File: config.mk
export PLATFORM = sky130hd
export DESIGN_NAME = calc_port_responder
export DESIGN_NICKNAME = d
export VERILOG_FILES = /design/src/rtl/calc_port_responder.sv
export SDC_FILE = /design/constraint.sdc
export NUM_CORES = 1
export LEC_CHECK = 0
export ABC_CLOCK_PERIOD_IN_PS = 8650
export BUFFER_PORTS_ARGS = -buffer_cell sky130_fd_sc_hd__buf_2
export CAP_MARGIN = 20
export CORE_UTILIZATION = 50
export CTS_CLUSTER_SIZE = 16
export DETAILED_ROUTE_END_ITERATION = 10
export PLACE_DENSITY = 0.68
export REMOVE_ABC_BUFFERS = 1
export SLEW_MARGIN = 20
export SYNTH_ARGS = -nofsm -noshare
export SYNTH_HDL_FRONTEND = slang
export SYNTH_SLANG_ARGS = --single-unit
export TNS_END_PERCENT = 30
File: constraint.sdc
create_clock -name c_clk -period 8.65 [get_ports c_clk]
set_input_delay 0.865 -clock c_clk [delete_from_list [all_inputs] [get_ports c_clk]]
set_output_delay 0.865 -clock c_clk [all_outputs]
set_load 0.005 [all_outputs]
File: src/rtl/calc_port_responder.sv
// Answering end of one calc2 port: two-cycle request capture, add/sub/shift compute,
// fixed-latency in-order response pipeline and outstanding-tag tracking.
module calc_port_responder #(
  parameter int DATA_W  = 32,
  parameter int TAG_W   = 2,
  parameter int LATENCY = 3
) (
  input  logic                  c_clk,
  input  logic                  reset,
  input  logic [3:0]            req_cmd_in,
  input  logic [DATA_W-1:0]     req_data_in,
  input  logic [TAG_W-1:0]      req_tag_in,
  output logic [1:0]            out_resp,
  output logic [DATA_W-1:0]     out_data,
  output logic [TAG_W-1:0]      out_tag,
  output logic [2**TAG_W-1:0]   tags_busy,
  output logic                  err_dup_tag
);

  localparam int NTAGS = 2**TAG_W;

  typedef enum logic {IDLE, OP2} state_t;

  state_t state, state_nxt;

  logic [3:0]        cmd_q;
  logic [DATA_W-1:0] op1_q;
  logic [DATA_W-1:0] op2_q;
  logic [TAG_W-1:0]  tag_q;
  logic              dup_q;
  logic              comp_valid;

  logic [1:0]        res_resp;
  logic [DATA_W-1:0] res_data;
  logic [DATA_W:0]   sum;

  logic [NTAGS-1:0]  release_vec;
  logic [NTAGS-1:0]  set_vec;
  logic              capture;
  logic              cap_dup;

  logic [1:0]        pipe_resp [LATENCY];
  logic [DATA_W-1:0] pipe_data [LATENCY];
  logic [TAG_W-1:0]  pipe_tag  [LATENCY];
  logic              pipe_dup  [LATENCY];

  always_ff @(posedge c_clk or negedge reset) begin
    if (!reset) state <= IDLE;
    else        state <= state_nxt;
  end

  always_comb begin
    state_nxt = state;
    case (state)
      IDLE:    if (req_cmd_in != 4'd0) state_nxt = OP2;
      OP2:     state_nxt = IDLE;
      default: state_nxt = IDLE;
    endcase
  end

  assign capture = (state == IDLE) && (req_cmd_in != 4'd0);

  // A tag frees only when its original (non-duplicate) response is on the outputs.
  always_comb begin
    release_vec = '0;
    set_vec     = '0;
    if (out_resp != 2'd0 && !err_dup_tag) release_vec[out_tag] = 1'b1;
    if (capture) set_vec[req_tag_in] = 1'b1;
  end

  assign cap_dup = tags_busy[req_tag_in] && !release_vec[req_tag_in];

  always_ff @(posedge c_clk or negedge reset) begin
    if (!reset) begin
      cmd_q      <= '0;
      op1_q      <= '0;
      op2_q      <= '0;
      tag_q      <= '0;
      dup_q      <= 1'b0;
      comp_valid <= 1'b0;
      tags_busy  <= '0;
    end else begin
      if (capture) begin
        cmd_q <= req_cmd_in;
        op1_q <= req_data_in;
        tag_q <= req_tag_in;
        dup_q <= cap_dup;
      end
      if (state == OP2) op2_q <= req_data_in;
      comp_valid <= (state == OP2);
      tags_busy  <= (tags_busy & ~release_vec) | set_vec;
    end
  end

  always_comb begin
    res_resp = 2'd2;
    res_data = '0;
    sum      = {1'b0, op1_q} + {1'b0, op2_q};
    case (cmd_q)
      4'd1: if (!sum[DATA_W]) begin
              res_resp = 2'd1;
              res_data = sum[DATA_W-1:0];
            end
      4'd2: if (op1_q >= op2_q) begin
              res_resp = 2'd1;
              res_data = op1_q - op2_q;
            end
      4'd5: begin
              res_resp = 2'd1;
              res_data = op1_q << op2_q[4:0];
            end
      4'd6: begin
              res_resp = 2'd1;
              res_data = op1_q >> op2_q[4:0];
            end
      default: ;
    endcase
    if (dup_q) begin
      res_resp = 2'd2;
      res_data = '0;
    end
  end

  // Empty slots carry all-zero fields so the outputs never show stale data.
  always_ff @(posedge c_clk or negedge reset) begin
    if (!reset) begin
      for (int i = 0; i < LATENCY; i++) begin
        pipe_resp[i] <= '0;
        pipe_data[i] <= '0;
        pipe_tag[i]  <= '0;
        pipe_dup[i]  <= 1'b0;
      end
    end else begin
      if (comp_valid) begin
        pipe_resp[0] <= res_resp;
        pipe_data[0] <= res_data;
        pipe_tag[0]  <= tag_q;
        pipe_dup[0]  <= dup_q;
      end else begin
        pipe_resp[0] <= '0;
        pipe_data[0] <= '0;
        pipe_tag[0]  <= '0;
        pipe_dup[0]  <= 1'b0;
      end
      for (int i = 1; i < LATENCY; i++) begin
        pipe_resp[i] <= pipe_resp[i-1];
        pipe_data[i] <= pipe_data[i-1];
        pipe_tag[i]  <= pipe_tag[i-1];
        pipe_dup[i]  <= pipe_dup[i-1];
      end
    end
  end

  assign out_resp    = pipe_resp[LATENCY-1];
  assign out_data    = pipe_data[LATENCY-1];
  assign out_tag     = pipe_tag[LATENCY-1];
  assign err_dup_tag = pipe_dup[LATENCY-1];

endmodule

* Word level (Yosys, flattened, before mapping)
Index checks and enable logic that the tools add are counted.
Storage, ports and cells: register bits 188, bits of input ports 40, output and inout bits 41, logic and storage cells 71
Operators by class: $add $sub $neg 2, order comparisons 5, equality and inequality tests 4, shift-type cells 2, mux-type cells 24, bitwise logic cells 4, reduce and logical (&&, ||, !) cells 10
Operators with widths (number):
- 32-bit 2-to-1 mux | 4
- 32-bit case mux with 4 select lines | 1
- 32-bit by 32-bit adder with 33-bit output | 1
- 32-bit >= comparator | 1
- 32-bit by 5-bit << shifter with 32-bit output | 1
- 32-bit by 5-bit >> shifter with 32-bit output | 1
- 32-bit subtractor | 1
- 2-bit 2-to-1 mux | 5
- 4-bit by 3-bit == test with 1-bit output (second input constant) | 2
- 4-bit 2-to-1 mux | 2
- 2-bit by 3-bit < comparator with 1-bit output (second input constant) | 2
- 1-bit 2-to-1 mux | 6
- 2-bit case mux with 3 select lines | 1
- 1-bit logical AND | 5
- 4-bit AND | 1
- 1-bit binary-select mux with 2-bit select | 2
- 1-bit demux with 2-bit select | 2
- 4-bit by 1-bit == test with 1-bit output (second input constant) | 1
- 4-bit by 2-bit == test with 1-bit output (second input constant) | 1
- 2-bit by 1-bit >= comparator with 1-bit output (second input constant) | 2
- 4-bit inverter | 1
- 4-bit bitwise OR | 1
- 4-bit nonzero test | 1
- 1-bit zero test | 2
- other kinds (4) | 4

* Longest topological paths before layout
depth in word-level cells 9, gate-level depth with buffers 19, depth with buffers taken out 13

* Worst setup path after synthesis
OpenSTA, ideal clock, no wires.
path type register -> register, start register op2_q[2], end register pipe_data[69] (netlist bit), setup time 0.119 ns, arrival time 3.859 ns, required time 8.531 ns, setup slack 4.673 ns, cell stages (with the launch flop) 20, path buffers 7, clock period less this slack 3.977 ns, cells stage by stage dfrtp_1 -> buf_2 -> buf_2 -> inv_1 -> buf_1 -> clkbuf_1 -> ha_1 -> buf_4 -> o21bai_1 -> o2111ai_1 -> nand3_1 -> a21boi_2 -> a21oi_2 -> a21oi_2 -> o221a_2 -> buf_6 -> buf_12 -> a221oi_1 -> a21oi_1 -> o21a_1
Between the ends: word-level cells in the longest chain between the ends 5, elaborated cells on any way between the ends 10, those cells by class add/sub (2); order compare (1); shift (2); mux (5)
RTL lines:
- start, declared | RTL line 28 | logic [DATA_W-1:0] op2_q;
- start signal, assigned | RTL line 89 | if (state == OP2) op2_q <= req_data_in;
- 32-bit subtractor, or another cell as far along | RTL line 106 | res_data = op1_q - op2_q;
- 32-bit 2-to-1 mux (on tied branches) | RTL line 104, 100
- 32-bit case mux with 4 select lines * | RTL line 99 | case (cmd_q)
- 32-bit 2-to-1 mux * | RTL line 118 | if (dup_q) begin
- 32-bit 2-to-1 mux * | RTL line 134 | if (comp_valid) begin
- end signal, assigned by index | RTL line 147 | pipe_data[i] <= pipe_data[i-1];
- end, declared | RTL line 43 | logic [DATA_W-1:0] pipe_data [LATENCY];
Mark *: on every way between the ends. The rest lies on a longest branch, timed or not. A chain may end at the register's enable or synchronous reset.

* Final worst setup path
start register op2_q[3], end register pipe_data[95] (netlist bit)
The elaborated chain is that of the path after synthesis.

==> results_dict.tcl <==
set metrics [dict create \
    drtIter0Drc 1407 \
    coreArea_um2 26200 \
    rows 59 \
    crit_path_frequent_cell "o21ai_0" \
    synthMostInstantiatedCell "nand2_1" \
    drc 9 \
    postCtsHoldBufs 0 \
    numCtsBuffers 17 \
    synth.area.top_cells "dfrtp_1 (35%), nand2_1 (6.8%), ha_1 (6.1%)" \
    tightest_slew_ps 991 \
    synth_edf_count 0 \
    slew_violations 0 \
    htree_levels 4 \
    post_cts_resized 0 \
    fin_crit_sh_pct 56.8 \
    yosys_warnings 0 \
    grt_antenna_before_repair 3 \
    grt_pass1_wl_mm 67.5 \
    numClockSinks 188 \
    clkTransAtPathRegs_ps 90 \
    grt_pass1_vias 11300 \
    syn-instance-count 1605 \
    yosysTopAreaCell "dfrtp_1" \
    crit_required_ps 8980 \
    ys.flop_type "dfrtp_1" \
    p_leak_nw 6.52 \
    initial_core_util_pct 51.3 \
    ys_seq_elements 188 \
    clk_latency_ps 460 \
    fmax_ghz 0.204 \
    path_cells "buf_4, clkinv_1, ha_1, o21a_1, o31a_1, o21ai_0, a211o_1, o31ai_1, a31o_2, a221oi_1, o21ai_0, mux2i_1, nand4_1" \
    drive_above_1_share_pct 12.6 \
    dp_hpwl_mm 31.7 \
    n_antenna_cell 0 \
    grt_setup_unrepaired "no" \
    crit_buf_inv 2 \
    maxCapViolCount 0 \
    die_area_um2 27500 \
    die_y_um 166 \
    cts_setup_buffers 0 \
    place_area_um2 13600 \
    cts_root_buf "clkbuf_16" \
    syn_avg_cell_area_um2 8.37 \
    hp-class "flop to flop" \
    fp.dieW_um 166 \
    detail_route.wl_per_cell_um 22.6 \
    violations "DRC" \
    drtPass1Iterations 8 \
    crit_path_end_kind "flop" \
    synth_area_um2 13400 \
    hold_viol 0 \
    io_pins 81 \
    worst-setup-path-type "flop to flop" \
    ir_drop_mv 0.157 \
    place_congestion 1.00 \
    crit_family "compound AO/OA/AOI/OAI gates" \
    status "finished, violations left" \
    fin_nets 1683 \
    crit_slowest_cell "clkinv_1" \
    design_area_um2 14200 \
    routed_wirelength_mm 43.4 \
    start_kind "flop" \
    synthTopCellsByCount "nand2_1 (244), dfrtp_1 (188), nor2_1 (160)" \
    finish.utilization_pct 54.3 \
    finalSetupTns_ps 0 \
    grt_usage_pct 31.8 \
    vias_per_cell 6.34 \
    ant_nets 0 \
    cts_tree "built" \
    vias 12200 \
    total_power_mw 4.83 \
    min_period_ps 4910 \
    synth_top_area_share_pct 35.0 \
    slew_headroom_pct 33.7 \
    cpPeakStageDelay_ps 730 \
    ys_types 89 \
    p_per_area_nw_per_um2 339 \
    overflow 0 \
    grt_max_degree 85 \
    crit_arrival_ps 5240 \
    synthArstFlopShare_pct 100 \
    portBuffers 80 \
    cp_max_fo 74 \
    setup_viol 0 \
    final.setup_skew_ps 17.8 \
    max-clock-path-buffers 2 \
    seq_area_frac_synth_pct 35.0 \
    area_growth_pct 5.85 \
]
[final timing paths]
| path | startpoint | to | slack, ps | depth (start not counted) |
|---|---|---|---|---|
| max in group asynchronous | reset | op2_q[3]$_DFFE_PN0P_ | 6340 | 3 |
| min in group asynchronous | reset | op2_q[6]$_DFFE_PN0P_ | 410 | 1 |
| min reg2reg | pipe_data[67]$_DFF_PN0_ | pipe_data[35]$_DFF_PN0_ | 340 | 0 |
| min | pipe_data[67]$_DFF_PN0_ | pipe_data[35]$_DFF_PN0_ | 340 | 0 |
| max | op2_q[3]$_DFFE_PN0P_ | pipe_data[95]$_DFF_PN0_ | 3740 | 13 |
| max reg2reg | op2_q[3]$_DFFE_PN0P_ | pipe_data[95]$_DFF_PN0_ | 3740 | 13 |
[metrics by stage]
step	instances	hold WS, ps	worst slack, ps
3_3_place_gp	1892	332	3940
2_1_floorplan	1460	331	2830
5_1_grt	1923	345	3500
3_5_place_dp	1892	335	3920
4_1_cts	1923	344	3910
6_report	1923	340	3740
[routing by layer]
| layer | vias to the layer above | track usage [%] | wire [µm] |
|---|---|---|---|
| met5 | - | 0 | 35 |
| li1 | 5588 | - | - |
| met3 | 76 | 5.31 | 3530 |
| met2 | 608 | 47.4 | 19100 |
| met1 | 5922 | 47.0 | 19900 |
| met4 | 6 | 9.47 | 852 |
[where the power goes]
part	leakage, nW	total [mW]	internal, mW	switching, mW
registers	2.45	1.27	1.06	0.212
clock network	0.288	0.823	0.415	0.408
logic	3.79	2.74	0.958	1.78
total	6.52	4.83	2.43	2.40
[sequential cells by signal, summed over array words and instances, names as in the netlist, 4 cells and up]
register / cells
tags_busy: 4
op2_q: 32
op1_q: 32
pipe_tag: 4
cmd_q: 4
pipe_resp: 4
out_data: 32
pipe_data: 64
[worst register-to-register path: stages, from the launching register on]
cell	delay [ps]
dfrtp_2	340
buf_4	560
clkinv_1	750
ha_1	700
o21a_1	170
o31a_1	140
o21ai_0	80
a211o_1	320
o31ai_1	650
a31o_2	330
a221oi_1	140
o21ai_0	280
mux2i_1	220
nand4_1	100
[cell families (layout without fill, tap and decap cells)]
kind of cell / count (synthesis) / in the layout / synth area share (%)
simple gates: 532 / 532 / 17.1
compound gates: 483 / 483 / 23.6
buf+inv: 210 / 193 / 7.74
flops: 188 / 188 / 35.0
mux: 89 / 89 / 7.91
fa+ha+maj: 67 / 67 / 6.35
xor+xnor: 36 / 36 / 2.35
[final cells by class]
cell class / count / area [µm²]
clock buffer: 17 / 425
sequential: 188 / 4710
tap: 335 / 419
clock inverter: 14 / 181
inverter: 65 / 244
fill: 2486 / 12000
timing repair buffer: 97 / 537
multi-input combinational: 1207 / 7710
[layout by cell type (no fill, tap or decap), types with 12 or more instances in the layout]
| master | netlist | final |
|---|---|---|
| buf_2 | 35 | 79 |
| a31oi_1 | 19 | 19 |
| inv_1 | 60 | 60 |
| nor3_1 | 23 | 23 |
| o21ai_0 | 117 | 117 |
| mux4_2 | 12 | 12 |
| a211oi_1 | 16 | 16 |
| nand2_1 | 244 | 244 |
| ha_1 | 65 | 65 |
| nor2b_1 | 21 | 21 |
| dfrtp_1 | 188 | 183 |
| mux2_2 | 18 | 18 |
| nand2b_1 | 20 | 20 |
| nand3_1 | 15 | 15 |
| a21oi_1 | 125 | 124 |
| a21o_1 | 21 | 21 |
| o22ai_1 | 33 | 33 |
| a22oi_1 | 14 | 14 |
| mux2i_1 | 59 | 59 |
| xnor2_1 | 28 | 28 |
| nor2_1 | 160 | 160 |
| o211ai_1 | 17 | 17 |
| buf_4 | 42 | 17 |
| clkbuf_16 | 0 | 17 |
Note: power is estimated with default switching activity, not from simulation.
